`src/rtl/syndrome_weight_acc.sv`:
```
// Sequential syndrome-weight unit: latches a syndrome on start and popcounts it
// CHUNK bits per clock, publishing weight, zero-syndrome and threshold flags.
module syndrome_weight_acc #(
    parameter int S_LENGTH = 256,
    parameter int CHUNK    = 32,
    parameter int SUM_BITS = 9
) (
    input  logic                clk,
    input  logic                rst,
    input  logic                start,
    input  logic [S_LENGTH-1:0] s_data,
    input  logic [SUM_BITS-1:0] thr,
    output logic                ready,
    output logic                busy,
    output logic                done,
    output logic [SUM_BITS-1:0] sum,
    output logic                zero,
    output logic                ge_thr
);

    localparam int NCH   = S_LENGTH / CHUNK;
    localparam int CNT_W = (NCH > 1) ? $clog2(NCH) : 1;
    localparam logic [CNT_W-1:0] LAST_CHUNK = CNT_W'(NCH - 1);

    localparam logic [1:0] S_IDLE  = 2'd0;
    localparam logic [1:0] S_ACCUM = 2'd1;
    localparam logic [1:0] S_DONE  = 2'd2;

    logic [1:0]          state_q, state_d;
    logic [S_LENGTH-1:0] shift_q, shift_d;
    logic [CNT_W-1:0]    cnt_q, cnt_d;
    logic [SUM_BITS-1:0] acc_q, acc_d;
    logic [SUM_BITS-1:0] thr_q, thr_d;
    logic [SUM_BITS-1:0] sum_q, sum_d;
    logic                zero_q, zero_d;
    logic                ge_q, ge_d;
    logic                done_q, done_d;
    logic [SUM_BITS-1:0] acc_next;

    function automatic logic [SUM_BITS-1:0] popcount_chunk(input logic [CHUNK-1:0] v);
        logic [SUM_BITS-1:0] c;
        c = '0;
        for (int i = 0; i < CHUNK; i++) begin
            c = c + SUM_BITS'(v[i]);
        end
        return c;
    endfunction

    assign acc_next = acc_q + popcount_chunk(shift_q[CHUNK-1:0]);

    always_comb begin
        state_d = state_q;
        shift_d = shift_q;
        cnt_d   = cnt_q;
        acc_d   = acc_q;
        thr_d   = thr_q;
        sum_d   = sum_q;
        zero_d  = zero_q;
        ge_d    = ge_q;
        done_d  = 1'b0;
        case (state_q)
            S_ACCUM: begin
                acc_d   = acc_next;
                shift_d = shift_q >> CHUNK;
                cnt_d   = cnt_q + CNT_W'(1);
                if (cnt_q == LAST_CHUNK) begin
                    state_d = S_DONE;
                    sum_d   = acc_next;
                    zero_d  = (acc_next == '0);
                    ge_d    = (acc_next >= thr_q);
                    done_d  = 1'b1;
                end
            end
            // IDLE, DONE (and any unreachable code) accept a new start
            default: begin
                if (start) begin
                    state_d = S_ACCUM;
                    shift_d = s_data;
                    thr_d   = thr;
                    acc_d   = '0;
                    cnt_d   = '0;
                end
            end
        endcase
    end

    always_ff @(posedge clk or negedge rst) begin
        if (!rst) begin
            state_q <= S_IDLE;
            shift_q <= '0;
            cnt_q   <= '0;
            acc_q   <= '0;
            thr_q   <= '0;
            sum_q   <= '0;
            zero_q  <= 1'b0;
            ge_q    <= 1'b0;
            done_q  <= 1'b0;
        end else begin
            state_q <= state_d;
            shift_q <= shift_d;
            cnt_q   <= cnt_d;
            acc_q   <= acc_d;
            thr_q   <= thr_d;
            sum_q   <= sum_d;
            zero_q  <= zero_d;
            ge_q    <= ge_d;
            done_q  <= done_d;
        end
    end

    assign ready  = (state_q != S_ACCUM);
    assign busy   = (state_q == S_ACCUM);
    assign done   = done_q;
    assign sum    = sum_q;
    assign zero   = zero_q;
    assign ge_thr = ge_q;

endmodule

```
`config.mk`:
```
export PLATFORM = sky130hd
export DESIGN_NAME = syndrome_weight_acc
export DESIGN_NICKNAME = d
export VERILOG_FILES = /design/src/rtl/syndrome_weight_acc.sv
export SDC_FILE = /design/constraint.sdc
export NUM_CORES = 1
export LEC_CHECK = 0
export ABC_AREA = 0
export CAP_MARGIN = 15
export CELL_PAD_IN_SITES_DETAIL_PLACEMENT = 1
export CELL_PAD_IN_SITES_GLOBAL_PLACEMENT = 2
export CORE_MARGIN = 2
export CORE_UTILIZATION = 35
export DETAILED_ROUTE_END_ITERATION = 8
export DONT_BUFFER_PORTS = 1
export PLACE_DENSITY_LB_ADDON = 0.1
export SYNTH_ARGS = -nofsm -noshare
export SYNTH_HDL_FRONTEND = slang
export SYNTH_SLANG_ARGS = --single-unit
```
`constraint.sdc`:
```
create_clock -name clk -period 9.3 [get_ports clk]
set_input_delay 1.86 -clock clk [delete_from_list [all_inputs] [get_ports clk]]
set_output_delay 1.86 -clock clk [all_outputs]
set_load 0.03 [all_outputs]
```
==> impl_results.md, run 1 <==
- Status: complete, no violations
- First-pass GRT wire length: ~60000 um
- HP Class: flop to flop
- R2r worst-path depth: 19
- Achievable Freq: 168 MHz
- Port Buffers: 0
- Most frequent CP cell: fa_1
- Register area: 7280 um2
- Die area: ~42000 um2
- Synth async-reset ratio: 100%
- CTS tree: yes
- CP max stage cell: fa_1
- CP Launch Point: shift_q[17]
- Worst path max stage delay: roughly 540 ps
- Cells after synthesis: roughly 1.3k
- Mux contribution to synthesized area: 19.1%
- Footprint of the multi-input gates: just over 6000 um2
- Initial DRC Count: 503
- Post-Place Worst Slack: about 3300 ps
- Final setup fails: 0
- Fin worst setup slack: around 3300 ps
- Top FF cell, synth: dfrtp_1
- Postcts setup bufs: 0
- Post-synth EDFFs: 0
- Hold path start: shift_q[43]
- DRT Wirelength: between 30000 and 40000 um
- Worst-path cell chain: fa_1, inv_1, fa_1, fa_1, fa_1, fa_1, fa_1, fa_1, fa_1, nor2b_1, o31a_1, a21o_1, inv_1, ha_1, and3_1, a21oi_1, o21ai_0, o31ai_1, a31oi_1
- Synth Area in Adders: 6.03%
- Critical path type: flop to flop
- Layout cells sized above 1: ~5.8%
- Synthesized cell area: 14000 um2
- RSZ-0062 raised after global routing: false
- DRC Markers: 0
- Rows: 73
- RR Startpoint: shift_q[17]
- Compound-Gate Fraction of Synth Area: about a tenth
- Worst skew pair latency: 540 ps
- Final hold violations: 0
- Setup Skew: 10.8 ps
- Num CTS Buffers: 38
- GPL Wtd Cong: approximately 0.78
- Syn avg cell area: 10.6 um2
- Synth top area share: about half
- Crit path DAT: approximately 6400 ps
- Worst Hold Depth: 2
- Largest net degree at the start of global routing: just under 300
- Vias in the first global route: 9800
- Via/cell ratio: between 4 and 5
- Synth top area cells: dfrtp_1 (52%), mux2i_1 (18%), o21ai_0 (8.9%)
- Fillers: between 4k and 5k
- Layout net count: about 1.6k
- Post-route setup TNS: 0 ps
- Critical path capture point type: flop
- Simple-gate share of the synthesized area: under 10%
- Max Slew Vio Count: 0
- Post-DP HPWL: between 20000 and 30000 um
- Max FO, Critical Path: 3
- Initial antenna violation count: 6
- Die Y: around 200 um
- Max Cap Violations: 0
- Layout Area Growth over Synthesis: 11.3%
- Critical Path RT: 9710 ps
- Io pins: 282
- Routed Antenna Nets: 0
- Final Cycle Share: 64.0%
- Largest family of logic cells by synthesized area: multiplexers
- Sequential area share after synthesis: a little over 50%
- Yosys top cell by area: dfrtp_1
- Gr usage total: between 10% and 20%
- Die Wd: 204 um
- Syn_nets: roughly 1.6k
- Measured slew at the worst slew-check pin: 1070 ps
- CTS H-tree lvls: 2
- CTS Buffer Depth: 3
- Clock transition at path regs: approximately 60 ps
- Min Tclk post-route: 5950 ps
- Total clock sinks: between 200 and 300
- Vias: 9129
- Drt pass-1 iters: 4
- Total grt overflow: 0
- Crit start category: flop
- Synth Area in XOR/XNOR: less than 1%
- DR WL/cell: between 20 and 25 um
- Cts repair resizes: 0
- Initial core utilization: 35.4%
- Core Region: 39600 um2
- Hold Buf Count CTS: 0
- Yosys warns: 0
- Yosys cell types: 36
- Worst slew margin relative to its limit: 28.4%
- Clock root cell: clkbuf_16
- Synth Register Bits: around 290
[cell type report]
| type | count | area share (%) |
|---|---|---|
| Sequential cell | 291 | 46.7 |
| Multi-Input combinational cell | 893 | 39.5 |
| Clock buffer | 61 | 7.63 |
| Tap cell | 525 | 4.21 |
| Inverter | 57 | 1.42 |
| Timing Repair Buffer | 3 | 0.224 |
| Clock inverter | 6 | 0.192 |
| Antenna cell | 8 | 0.128 |
[kinds of logic (layout without fill, tap and decap cells)]
logic type	after synthesis	count (layout)
and+or+nand+nor	301	301
DFF	291	291
AOI/OAI and AO/OA	271	271
muxes	266	266
buffers and inverters	143	127
adders and majority gates	52	52
xor gates and xnor gates	3	3
other	0	8
[registers in the layout, indices dropped and copies added (netlist names)]
register / count
state_q: 2
sum: 9
shift_q: 256
acc_q: 9
zero: 1
thr_q: 9
cnt_q: 3
done: 1
ge_thr: 1
[routing by layer]
layer,up-vias,GRT usage (%),part of all wire (%)
met5,-,0,0
met4,0,6.60,2.5
met3,51,5.79,6.5
met2,189,28.6,45
met1,4447,25.1,46
li1,4442,-,-
[synthesized netlist by cell type, types with 7 or more instances]
cell      number
o21ai_0      250
clkbuf_1      49
ha_1          26
buf_2         23
dfrtp_1      291
inv_1         56
mux2i_1      256
mux2_2        10
nor2_1        40
nand2_1      239
nand3b_1       7
fa_1          26
buf_1         14
[through the flow]
step | hold WS (ps) | std cells | cell area, um2 | util [%]
after detailed placement | 468 | 1769 | 14400 | 36.2
final | 476 | 1844 | 15600 | 39.4
after global routing | 497 | 1838 | 15600 | 39.3
after global placement | 457 | 1769 | 14400 | 36.2
after CTS | 480 | 1836 | 15600 | 39.3
after floorplan | 449 | 1327 | 14000 | -
[final timing paths]
path                                 to  slack [ps]
setup / recovery                 ge_thr        3350
hold / removal              shift_q[11]         480
setup reg to reg                 ge_thr        3350
hold reg to reg             shift_q[11]         480
max in group asynchronous   shift_q[77]        7560
min in group asynchronous  shift_q[217]        1020
[critical path: cells and delay by family, from the launching register on]
| kind | cells | cell delay [ps] |
|---|---|---|
| AOI/OAI and AO/OA | 6 | 840 |
| adders and majority gates | 9 | 4150 |
| DFF | 1 | 400 |
| buffers and inverters | 2 | 120 |
| and+or+nand+nor | 2 | 310 |
[cells in the final DEF, fill, tap and decap left out, types with 8 or more instances in the layout]
cell,Yosys,routed
dfrtp_1,291,291
mux2i_1,256,256
o21ai_0,250,250
nand2_1,239,239
inv_1,56,55
clkbuf_16,0,41
nor2_1,40,40
fa_1,26,26
ha_1,26,26
clkbuf_1,49,11
mux2_2,10,10
clkbuf_8,0,9
diode_2,0,8
Power of run 1 is left out: the tool's default activity adds up to more than one toggle a clock period on the data nets, which glitch-free logic cannot reach.
==> inputs of run 2 (changes only) <==
Clock period 9.3 ns to 5.8 ns, I/O delays scaled along.
==> run 2 against run 1 <==
The flow now finishes with violations (negative setup slack); clock skew increased by 4.4 ps; fmax increased by 1.8%; non-clock buffer count increased by 15; critical path depth increased by 1; critical path type unchanged; routed wire length increased by 0.17%; hold slack got worse by 150 ps; register-to-register slack got worse by 3400 ps; first-iteration DRC count increased by 2.4%; final cell count increased by 0.76%; via count increased by 0.80%; count of clock-buffer cells in the layout decreased by 2; utilization increased by 0.47 points; largest cell class unchanged.
==> impl_results.md, run 2 (same netlist as run 1, synthesis figures left out) <==
- CP endpoint: ge_thr
- CTS tree: yes
- Final Cycle Share: 101%
- Drt pass-1 iters: 4
- Final hold violations: 0
- Total grt overflow: 0
- Num CTS Buffers: 37
- Leading cell type in the layout, fill and taps excluded: dfrtp_1
- Layout net count: 1618
- Crit path DAT: ~6300 ps
- Vias: between 9k and 10k
- Die Wd: around 200 um
- WL met2: about 18000 um
- Min Tclk post-route: roughly 5800 ps
- Clock root cell: clkbuf_16
- Largest register FFs: between 200 and 300
- Gr usage total: 18.9%
- Post-DP HPWL: 26200 um
- Via/cell ratio: just under 5
- Max Slew Vio Count: 0
- Highest metal used: met4
- CTS Buffer Depth: 3
- First-pass GRT wire length: approximately 60000 um
- CTS H-tree lvls: 2
- R2r worst-path depth: 20
- Hold Buf Count CTS: 0
- Most frequent cells in the layout: dfrtp_1 (291), mux2i_1 (256), o21ai_0 (249)
- Most flops, register: shift_q
- Final cell count without fillers: 1858
- Critical path type: flop to flop
- DRT Wirelength: between 30000 and 40000 um
- Failing checks: negative setup slack
- RSZ-0062 raised after global routing: true
- Fin worst setup slack: -45.7 ps
- Worst skew pair latency: about 540 ps
- Clock transition at path regs: 60 ps
- Post-Place Worst Slack: -261 ps
- CP Launch Point: shift_q[17]
- Largest net degree at the start of global routing: around 290
- Worst r2r dst: ge_thr
- Total clock sinks: 291
- Max Cap Violations: 0
- Final setup fails: 1
- Vias in the first global route: 9816
- Reg-to-reg slack, setup: -50 ps
- Crit start category: flop
- Port Buffers: 0
- Initial antenna violation count: 5
- Register area: approximately 7300 um2
- Met3 Wirelength: 2640 um
- Dpl cells: between 1.5k and 2k
- Footprint of the multi-input gates: 6190 um2
- Fillers: between 4k and 5k
- Measured slew at the worst slew-check pin: 1110 ps
- Critical Path RT: approximately 6300 ps
- Max FO, Critical Path: 2
- Achievable Freq: 171 MHz
- Core Region: around 40000 um2
- Routed Antenna Nets: 0
- Final instance area: around 16000 um2
- DRC Markers: 0
- Layout cells sized above 1: about 7.4%
- Rows: 73
- Initial core utilization: between 30% and 40%
- GPL Wtd Cong: ~0.77
- Initial DRC Count: a little over 500
- DP Area: about 14000 um2
- Die Y: between 200 and 250 um
- Die area: between 40000 and 50000 um2
- Setup Skew: between 15 and 20 ps
- Critical path capture point type: flop
- HP Class: input pin to asynchronous set/reset pin
- Layout Area Growth over Synthesis: 12.7%
- Io pins: 282
- RR Startpoint: shift_q[17]
- Status: finished with violations
- M1 WL: around 18000 um
- Worst slew margin relative to its limit: between 20% and 30%
- DR WL/cell: 20.9 um
## run 2: cell count changes in the layout (fill, tap and decap cells not counted), sizes merged
cell,before,now
clkbuf,61,59
bufinv,0,2
diode,8,7
buf,3,18
clkinv,6,4
inv,57,59
## run 2: per-stage QoR
step                utilization [%]  TNS, ps  hold slack [ps]
floorplan                         -        0              449
global placement               36.5     -160              457
detailed placement             36.5     -261              464
CTS                            39.8    -90.0              280
global route                   39.8     -318              285
finish                         39.8    -45.7              328
## run 2: layout make-up
cell class,count,area share [%]
flip-flops and latches,291,46.1
inverters,57,1.40
diodes,7,0.111
repair buffers,18,0.935
clock inverters,8,0.618
well taps,525,4.16
clock buffers,59,7.48
multi-input cells,893,39.2
## run 2: timing repair
action,4_1_cts,5_1_grt
pin swaps,1,0
buffers inserted,1,0
gates resized for setup,3,1
setup endpoints to repair,1,1
## run 2: routing by layer
metal / up-vias / global-route usage (%)
li1: 4471 / -
met4: 0 / 6.06
met1: 4498 / 25.6
met5: - / 0
met2: 188 / 28.8
met3: 45 / 5.64
## run 2: worst min-delay path by stage
| stage | cells past startpoint | to | start | slack [ps] |
|---|---|---|---|---|
| 2_1_floorplan | 2 | shift_q[0] | shift_q[32] | 450 |
| 3_3_place_gp | 2 | shift_q[4] | shift_q[36] | 460 |
| 3_5_place_dp | 2 | shift_q[218] | shift_q[250] | 460 |
| 4_1_cts | 0 | shift_q[251] | rst | 280 |
| 5_1_grt | 0 | shift_q[251] | rst | 290 |
| 6_report | 0 | shift_q[251] | rst | 330 |
## run 2: worst max-delay path, stage by stage (launching register included)
cell and delay (ps):
dfrtp_1 400, fa_1 540, inv_1 50, fa_1 490
fa_1 460, fa_1 570, fa_1 440, fa_1 510
fa_2 230, fa_2 210, nor2b_1 50, o31a_1 290
buf_4 140, o311a_4 310, o21ai_4 140, xor2_2 180
inv_2 70, ha_4 270, o211a_1 160, o31ai_1 70
a31oi_1 160
Power of run 2 is left out for the same reason.
